--- src/rtl/hdmi_pkg.sv ---
// Shared HDMI pipeline definitions: packed pixel bus, frame geometry and the
// reciprocal-unit widths used by the white-balance gain path.
package hdmi_pkg;

    localparam int AVG_W   = 8;
    localparam int RECIP_W = 32;
    localparam int PACK_W  = 50;
    localparam int H_ACT   = 1280;
    localparam int V_ACT   = 720;

    typedef struct packed {
        logic        clk;
        logic        href;
        logic        hsync;
        logic        vsync;
        logic        de;
        logic [7:0]  r;
        logic [7:0]  g;
        logic [7:0]  b;
        logic [10:0] x;
        logic [9:0]  y;
    } hdmi_pack_t;

    function automatic logic [PACK_W-1:0] hdmi_pack(
        input logic        clk_b,
        input logic        href,
        input logic        hsync,
        input logic        vsync,
        input logic        de,
        input logic [7:0]  r,
        input logic [7:0]  g,
        input logic [7:0]  b,
        input logic [10:0] x,
        input logic [9:0]  y
    );
        hdmi_pack_t s;
        s.clk   = clk_b;
        s.href  = href;
        s.hsync = hsync;
        s.vsync = vsync;
        s.de    = de;
        s.r     = r;
        s.g     = g;
        s.b     = b;
        s.x     = x;
        s.y     = y;
        return s;
    endfunction

    function automatic hdmi_pack_t hdmi_unpack(input logic [PACK_W-1:0] v);
        hdmi_pack_t s;
        s = v;
        return s;
    endfunction

endpackage

--- src/rtl/recip_div_step.sv ---
// One restoring-division step: shift the remainder left by one (bringing down
// a zero numerator bit) and subtract the divisor when it fits.
module recip_div_step #(
    parameter int W = 8
) (
    input  logic [W:0]   rem_in,
    input  logic [W-1:0] div,
    output logic [W:0]   rem_out,
    output logic         q_bit
);

    logic [W+1:0] w_shift;
    logic [W:0]   w_diff;

    assign w_shift = {rem_in, 1'b0};
    assign q_bit   = (w_shift >= {2'b00, div});
    // When q_bit is set the true difference is below div, so W+1 bits hold it.
    assign w_diff  = w_shift[W:0] - {1'b0, div};
    assign rem_out = q_bit ? w_diff : w_shift[W:0];

endmodule

--- src/rtl/avg_reciprocal_unit.sv ---
// Iterative reciprocal floor(2^RECIP_W / avg), one quotient bit per cycle.
// Optional round-to-nearest on the final quotient with `define RECIP_ROUND_EN.
module avg_reciprocal_unit
    import hdmi_pkg::*;
(
    input  logic               clk,
    input  logic               rst,
    input  logic               start,
    input  logic [AVG_W-1:0]   avg,
    output logic               busy,
    output logic               valid,
    output logic [RECIP_W-1:0] recip
);

    localparam int CNT_W = $clog2(RECIP_W);
    localparam logic [CNT_W-1:0] LAST_STEP = CNT_W'(RECIP_W - 1);

    typedef enum logic [1:0] {
        S_IDLE = 2'd0,
        S_RUN  = 2'd1,
        S_DONE = 2'd2
    } state_t;

    state_t             r_state;
    logic [AVG_W-1:0]   r_div;
    logic [AVG_W:0]     r_rem;
    logic [RECIP_W-1:0] r_quot;
    logic [CNT_W-1:0]   r_cnt;
    logic               r_sat;

    logic [AVG_W:0]     w_rem_next;
    logic               w_q_bit;
    logic [RECIP_W-1:0] w_result;

    recip_div_step #(
        .W (AVG_W)
    ) u_step (
        .rem_in  (r_rem),
        .div     (r_div),
        .rem_out (w_rem_next),
        .q_bit   (w_q_bit)
    );

`ifdef RECIP_ROUND_EN
    logic w_round_up;
    assign w_round_up = ({r_rem, 1'b0} >= {2'b00, r_div});

    // Final quotient: saturate for avg<2, otherwise round half up without wrapping.
    always_comb begin
        w_result = r_quot;
        if (r_sat) begin
            w_result = '1;
        end else if (w_round_up && (r_quot != '1)) begin
            w_result = r_quot + RECIP_W'(1);
        end else begin
            w_result = r_quot;
        end
    end
`else
    // Final quotient: saturate for avg<2 (2^RECIP_W does not fit), else floor.
    always_comb begin
        w_result = r_quot;
        if (r_sat) begin
            w_result = '1;
        end else begin
            w_result = r_quot;
        end
    end
`endif

    // Control FSM and datapath registers; the numerator's leading 1 seeds the remainder.
    always_ff @(posedge clk or posedge rst) begin
        if (rst) begin
            r_state <= S_IDLE;
            r_div   <= '0;
            r_rem   <= '0;
            r_quot  <= '0;
            r_cnt   <= '0;
            r_sat   <= 1'b0;
            busy    <= 1'b0;
            valid   <= 1'b0;
            recip   <= '0;
        end else begin
            case (r_state)
                S_IDLE: begin
                    valid <= 1'b0;
                    if (start) begin
                        r_div   <= avg;
                        r_rem   <= {{AVG_W{1'b0}}, 1'b1};
                        r_quot  <= '0;
                        r_cnt   <= '0;
                        r_sat   <= (avg < AVG_W'(2));
                        busy    <= 1'b1;
                        r_state <= S_RUN;
                    end else begin
                        r_state <= S_IDLE;
                    end
                end
                S_RUN: begin
                    r_rem  <= w_rem_next;
                    r_quot <= {r_quot[RECIP_W-2:0], w_q_bit};
                    r_cnt  <= r_cnt + 1'b1;
                    if (r_cnt == LAST_STEP) begin
                        r_state <= S_DONE;
                    end else begin
                        r_state <= S_RUN;
                    end
                end
                S_DONE: begin
                    recip   <= w_result;
                    valid   <= 1'b1;
                    busy    <= 1'b0;
                    r_state <= S_IDLE;
                end
                default: begin
                    valid   <= 1'b0;
                    busy    <= 1'b0;
                    r_state <= S_IDLE;
                end
            endcase
        end
    end

endmodule

--- config.mk ---
export PLATFORM = sky130hd
export DESIGN_NAME = avg_reciprocal_unit
export DESIGN_NICKNAME = d
export VERILOG_FILES = /design/src/rtl/hdmi_pkg.sv /design/src/rtl/recip_div_step.sv /design/src/rtl/avg_reciprocal_unit.sv
export SDC_FILE = /design/constraint.sdc
export NUM_CORES = 1
export LEC_CHECK = 0
export ABC_CLOCK_PERIOD_IN_PS = 7300
export CAP_MARGIN = 25
export CORE_UTILIZATION = 30
export DETAILED_ROUTE_END_ITERATION = 7
export GPL_TIMING_DRIVEN = 0
export PLACE_DENSITY = 0.48
export SETUP_SLACK_MARGIN = 0.3
export SYNTH_ARGS = -nofsm -noshare
export SYNTH_HDL_FRONTEND = slang
export SYNTH_HIERARCHICAL = 1
export SYNTH_SLANG_ARGS = --single-unit
--- constraint.sdc ---
create_clock -name clk -period 7.3 [get_ports clk]
set_input_delay 0.73 -clock clk [delete_from_list [all_inputs] [get_ports clk]]
set_output_delay 0.73 -clock clk [all_outputs]
set_load 0.02 [all_outputs]
==> impl_metrics.py <==
metrics = {
    "synthesis": {
        "syn_inst": 377,
        "ys_ff_latch": 91,
        "yosys_warnings": 6,
        "synth_common_cells": "dfrtp_1 (91), nand2_1 (66), a22o_1 (42)",
        "synth_edf_count": 0,
        "synthesis.nets": 399,
        "yosysSeqAreaShare": 0.563,
        "syn_area_sq_mm": 0.00404,
        "synth_top_area_share": 0.563,
        "syn_area_per_cell_sq_um": 10.7,
        "synth_async_sr_flop_share": 1.00,
        "synthFlopType": "dfrtp_1",
        "synth.area.top_cells": "dfrtp_1 (56%), a22o_1 (9.1%), nand2_1 (6.1%)",
        "synth_top_area_cell": "dfrtp_1",
        "yosysMostFrequentCell": "dfrtp_1",
        "synth_cell_types": 40,
    },
    "die": {
        "core_area_sq_mm": 0.0132,
        "io-pin-count": 45,
        "fp.dieW_um": 118,
        "start_util": 0.306,
        "rows": 42,
        "dieArea_sq_mm": 0.0139,
        "die-height_um": 118,
    },
    "cts": {
        "clk_pin_slew_ps": 60,
        "cts_tree": "built",
        "cts_resized": 0,
        "hold_buffers": 0,
        "cts.sinks": 91,
        "htreeDepth": 3,
        "cts_buffers": 9,
        "post_cts_buffers": 0,
        "clockBufferDepth": 2,
        "cts_root_buffer": "clkbuf_16",
        "clk_latency_ps": 340,
    },
    "place": {
        "dp_hpwl_mm": 5.61,
        "place.gp.congestion": 0.761,
        "post-place-cells": 598,
        "io_buffers": 44,
        "placement.cell_area_sq_mm": 0.00473,
    },
    "sta": {
        "fmax_ghz": 0.423,
        "final_hold_viol_count": 0,
        "grt_setup_unrepaired": "false",
        "fin_setup_tns_ps": 0,
        "relSlewSlack": 0.655,
        "fin_crit_sh": 0.324,
        "worst_slew_pin_slew_ps": 518,
        "slew_violations": 0,
        "setup_viol": 0,
        "clock_skew_ps": 4.72,
        "whs_ps": 475,
        "final.min_clock_period_ps": 2370,
    },
    "worst_setup_path": {
        "cp_max_fo": 9,
        "worstSetupPathDepth": 8,
        "critPathArrivalTime_ps": 2590,
        "critPathSlowestCell": "fa_1",
        "crit_family": "compound AO/OA/AOI/OAI gates",
        "worstSetupPathType": "flop to flop",
        "slowest_delay_ps": 450,
        "r2r-end": "r_rem[3]$_DFFE_PP0P_",
        "r2r_setup_slack_ps": 4930,
        "rr_startpoint": "r_rem[0]$_DFFE_PP0P_",
        "required_ps": 7530,
        "critPathLaunch": "r_rem[0]$_DFFE_PP0P_",
        "endpoint": "r_rem[3]$_DFFE_PP0P_",
        "cp_num_buf_inv": 1,
        "startpoint_type": "flop",
        "reg2reg_depth": 8,
        "crit_chain": "inv_1 > fa_1 > nand2b_1 > a21oi_1 > o211ai_2 > nand4b_4 > mux2_4 > a22o_1",
        "worstSetupEndpointType": "flop",
    },
    "detailed_routing": {
        "vias": 2843,
        "drt_iter0_drc": 160,
        "finalWirelength_mm": 8.21,
        "wire_per_inst_um": 13.4,
        "first_pass_iters": 4,
        "ant_nets": 0,
        "drc": 0,
        "routed_via_density": 4.64,
    },
    "power_and_ir_drop": {
        "intPower_mw": 1.47,
        "peakVddDrop_uv": 149,
        "p_sw_frac": 0.343,
        "p_seq_frac": 0.364,
        "powerDensity_mw_per_mm2": 446,
        "leakage_nw": 2.25,
        "switchingPower_uw": 766,
        "combPwrFrac": 0.439,
        "p_total_mw": 2.24,
        "clkPwrFrac": 0.197,
    },
    "cells_and_area": {
        "seqCellArea_sq_mm": 0.00228,
        "drive_gt1_frac": 0.108,
        "antenna_cells": 0,
        "nets": 455,
        "fin_area_sq_mm": 0.00501,
        "fill_cells": 1332,
        "syn_to_final_growth_pct": 24.0,
        "multi_input_area_sq_mm": 0.00156,
        "fin_cells": 613,
    },
    "grt": {
        "grt_pass1_wl_mm": 14.2,
        "antenna_found_initial": 0,
        "grt_max_degree": 57,
        "grt_pass1_vias": 2835,
        "grt_use_total": 0.129,
        "grt-ovfl-total": 0,
    },
    "run": {
        "drv_cap": 0,
    },
    "outcome": {
        "outcome": "finished, final reports clean",
    },
    "min_path": {
        "hp-class": "flop to flop",
    },
}
[worst reg2reg max path: stages, from the launching register on]
cell and delay (ps):
dfrtp_1 370, inv_1 80, fa_1 450, nand2b_1 180, a21oi_1 230, o211ai_2 160, nand4b_4 230, mux2_4 330
a22o_1 210
[metrics by stage]
step | worst slack [ps] | util
after floorplan | 4210 | -
after global placement | 2680 | 0.356
after detailed placement | 4920 | 0.359
after CTS | 4910 | 0.380
after global routing | 4790 | 0.380
final | 4930 | 0.380
[kinds of logic (layout without fill, tap and decap cells)]
| logic type | after synthesis | in the layout | share of synthesized area |
|---|---|---|---|
| and+or+nand+nor | 131 | 131 | 0.145 |
| AOI/OAI and AO/OA | 94 | 94 | 0.166 |
| adders and majority gates | 11 | 11 | 0.0359 |
| DFF | 91 | 91 | 0.563 |
| xor gates and xnor gates | 3 | 3 | 0.00650 |
| muxes | 10 | 10 | 0.0325 |
| buffers and inverters | 37 | 97 | 0.0502 |
[sequential cells by signal (all words and copies together), names as in the netlist]
signal / count
busy: 1
r_quot: 32
r_cnt: 5
r_rem: 9
recip: 32
r_sat: 1
r_state: 2
valid: 1
r_div: 8
[cells in the final DEF (no fill, tap or decap), drive strengths merged, types with 7 or more instances in the layout]
| cell | count |
|---|---|
| inv | 15 |
| clkbuf | 17 |
| a21oi | 7 |
| clkdlybuf4s50 | 44 |
| a22o | 42 |
| dfrtp | 91 |
| o21ai | 36 |
| buf | 19 |
| nand2 | 66 |
| mux2 | 7 |
| ha | 10 |
| nor2 | 40 |
[power by group through the flow]
stage | Clock [mW] | Sequential (mW) | Combinational [mW]
floorplan | 0 | 0.817 | 0.772
global placement | 0 | 0.821 | 0.971
detailed placement | 0 | 0.824 | 0.989
CTS | 0.454 | 0.817 | 0.994
global route | 0.478 | 0.842 | 1.10
finish | 0.440 | 0.815 | 0.981
[routing by layer]
metal	part of all wire	up-vias	wire length (um)	track usage
li1	-	1409	-	-
met1	0.51	1385	4180	0.174
met2	0.45	39	3660	0.199
met3	0.031	10	252	0.0329
met4	0.015	0	121	0.0457
met5	0	-	0	0
[final cells by class]
cell class | count | area share
buffer | 23 | 0.0300
clock buffer | 12 | 0.0512
clock inverter | 3 | 0.00425
inverter | 14 | 0.0110
multi-input combinational | 249 | 0.312
sequential | 91 | 0.455
tap | 176 | 0.0440
timing repair buffer | 45 | 0.0934
[worst min path at each step]
stage	from	to	slack, ps	cells after the start
after global placement	recip[11]$_DFFE_PP0P_	recip[11]$_DFFE_PP0P_	460	2
after CTS	r_div[5]$_DFFE_PP0P_	r_div[5]$_DFFE_PP0P_	480	2
final	r_div[3]$_DFFE_PP0P_	r_div[3]$_DFFE_PP0P_	470	2
after floorplan	r_cnt[3]$_DFFE_PP0P_	r_cnt[3]$_DFFE_PP0P_	440	1
after global routing	r_cnt[3]$_DFFE_PP0P_	r_cnt[3]$_DFFE_PP0P_	500	1
after detailed placement	r_div[5]$_DFFE_PP0P_	r_div[5]$_DFFE_PP0P_	470	2
Note: power is estimated with default switching activity, not from simulation.
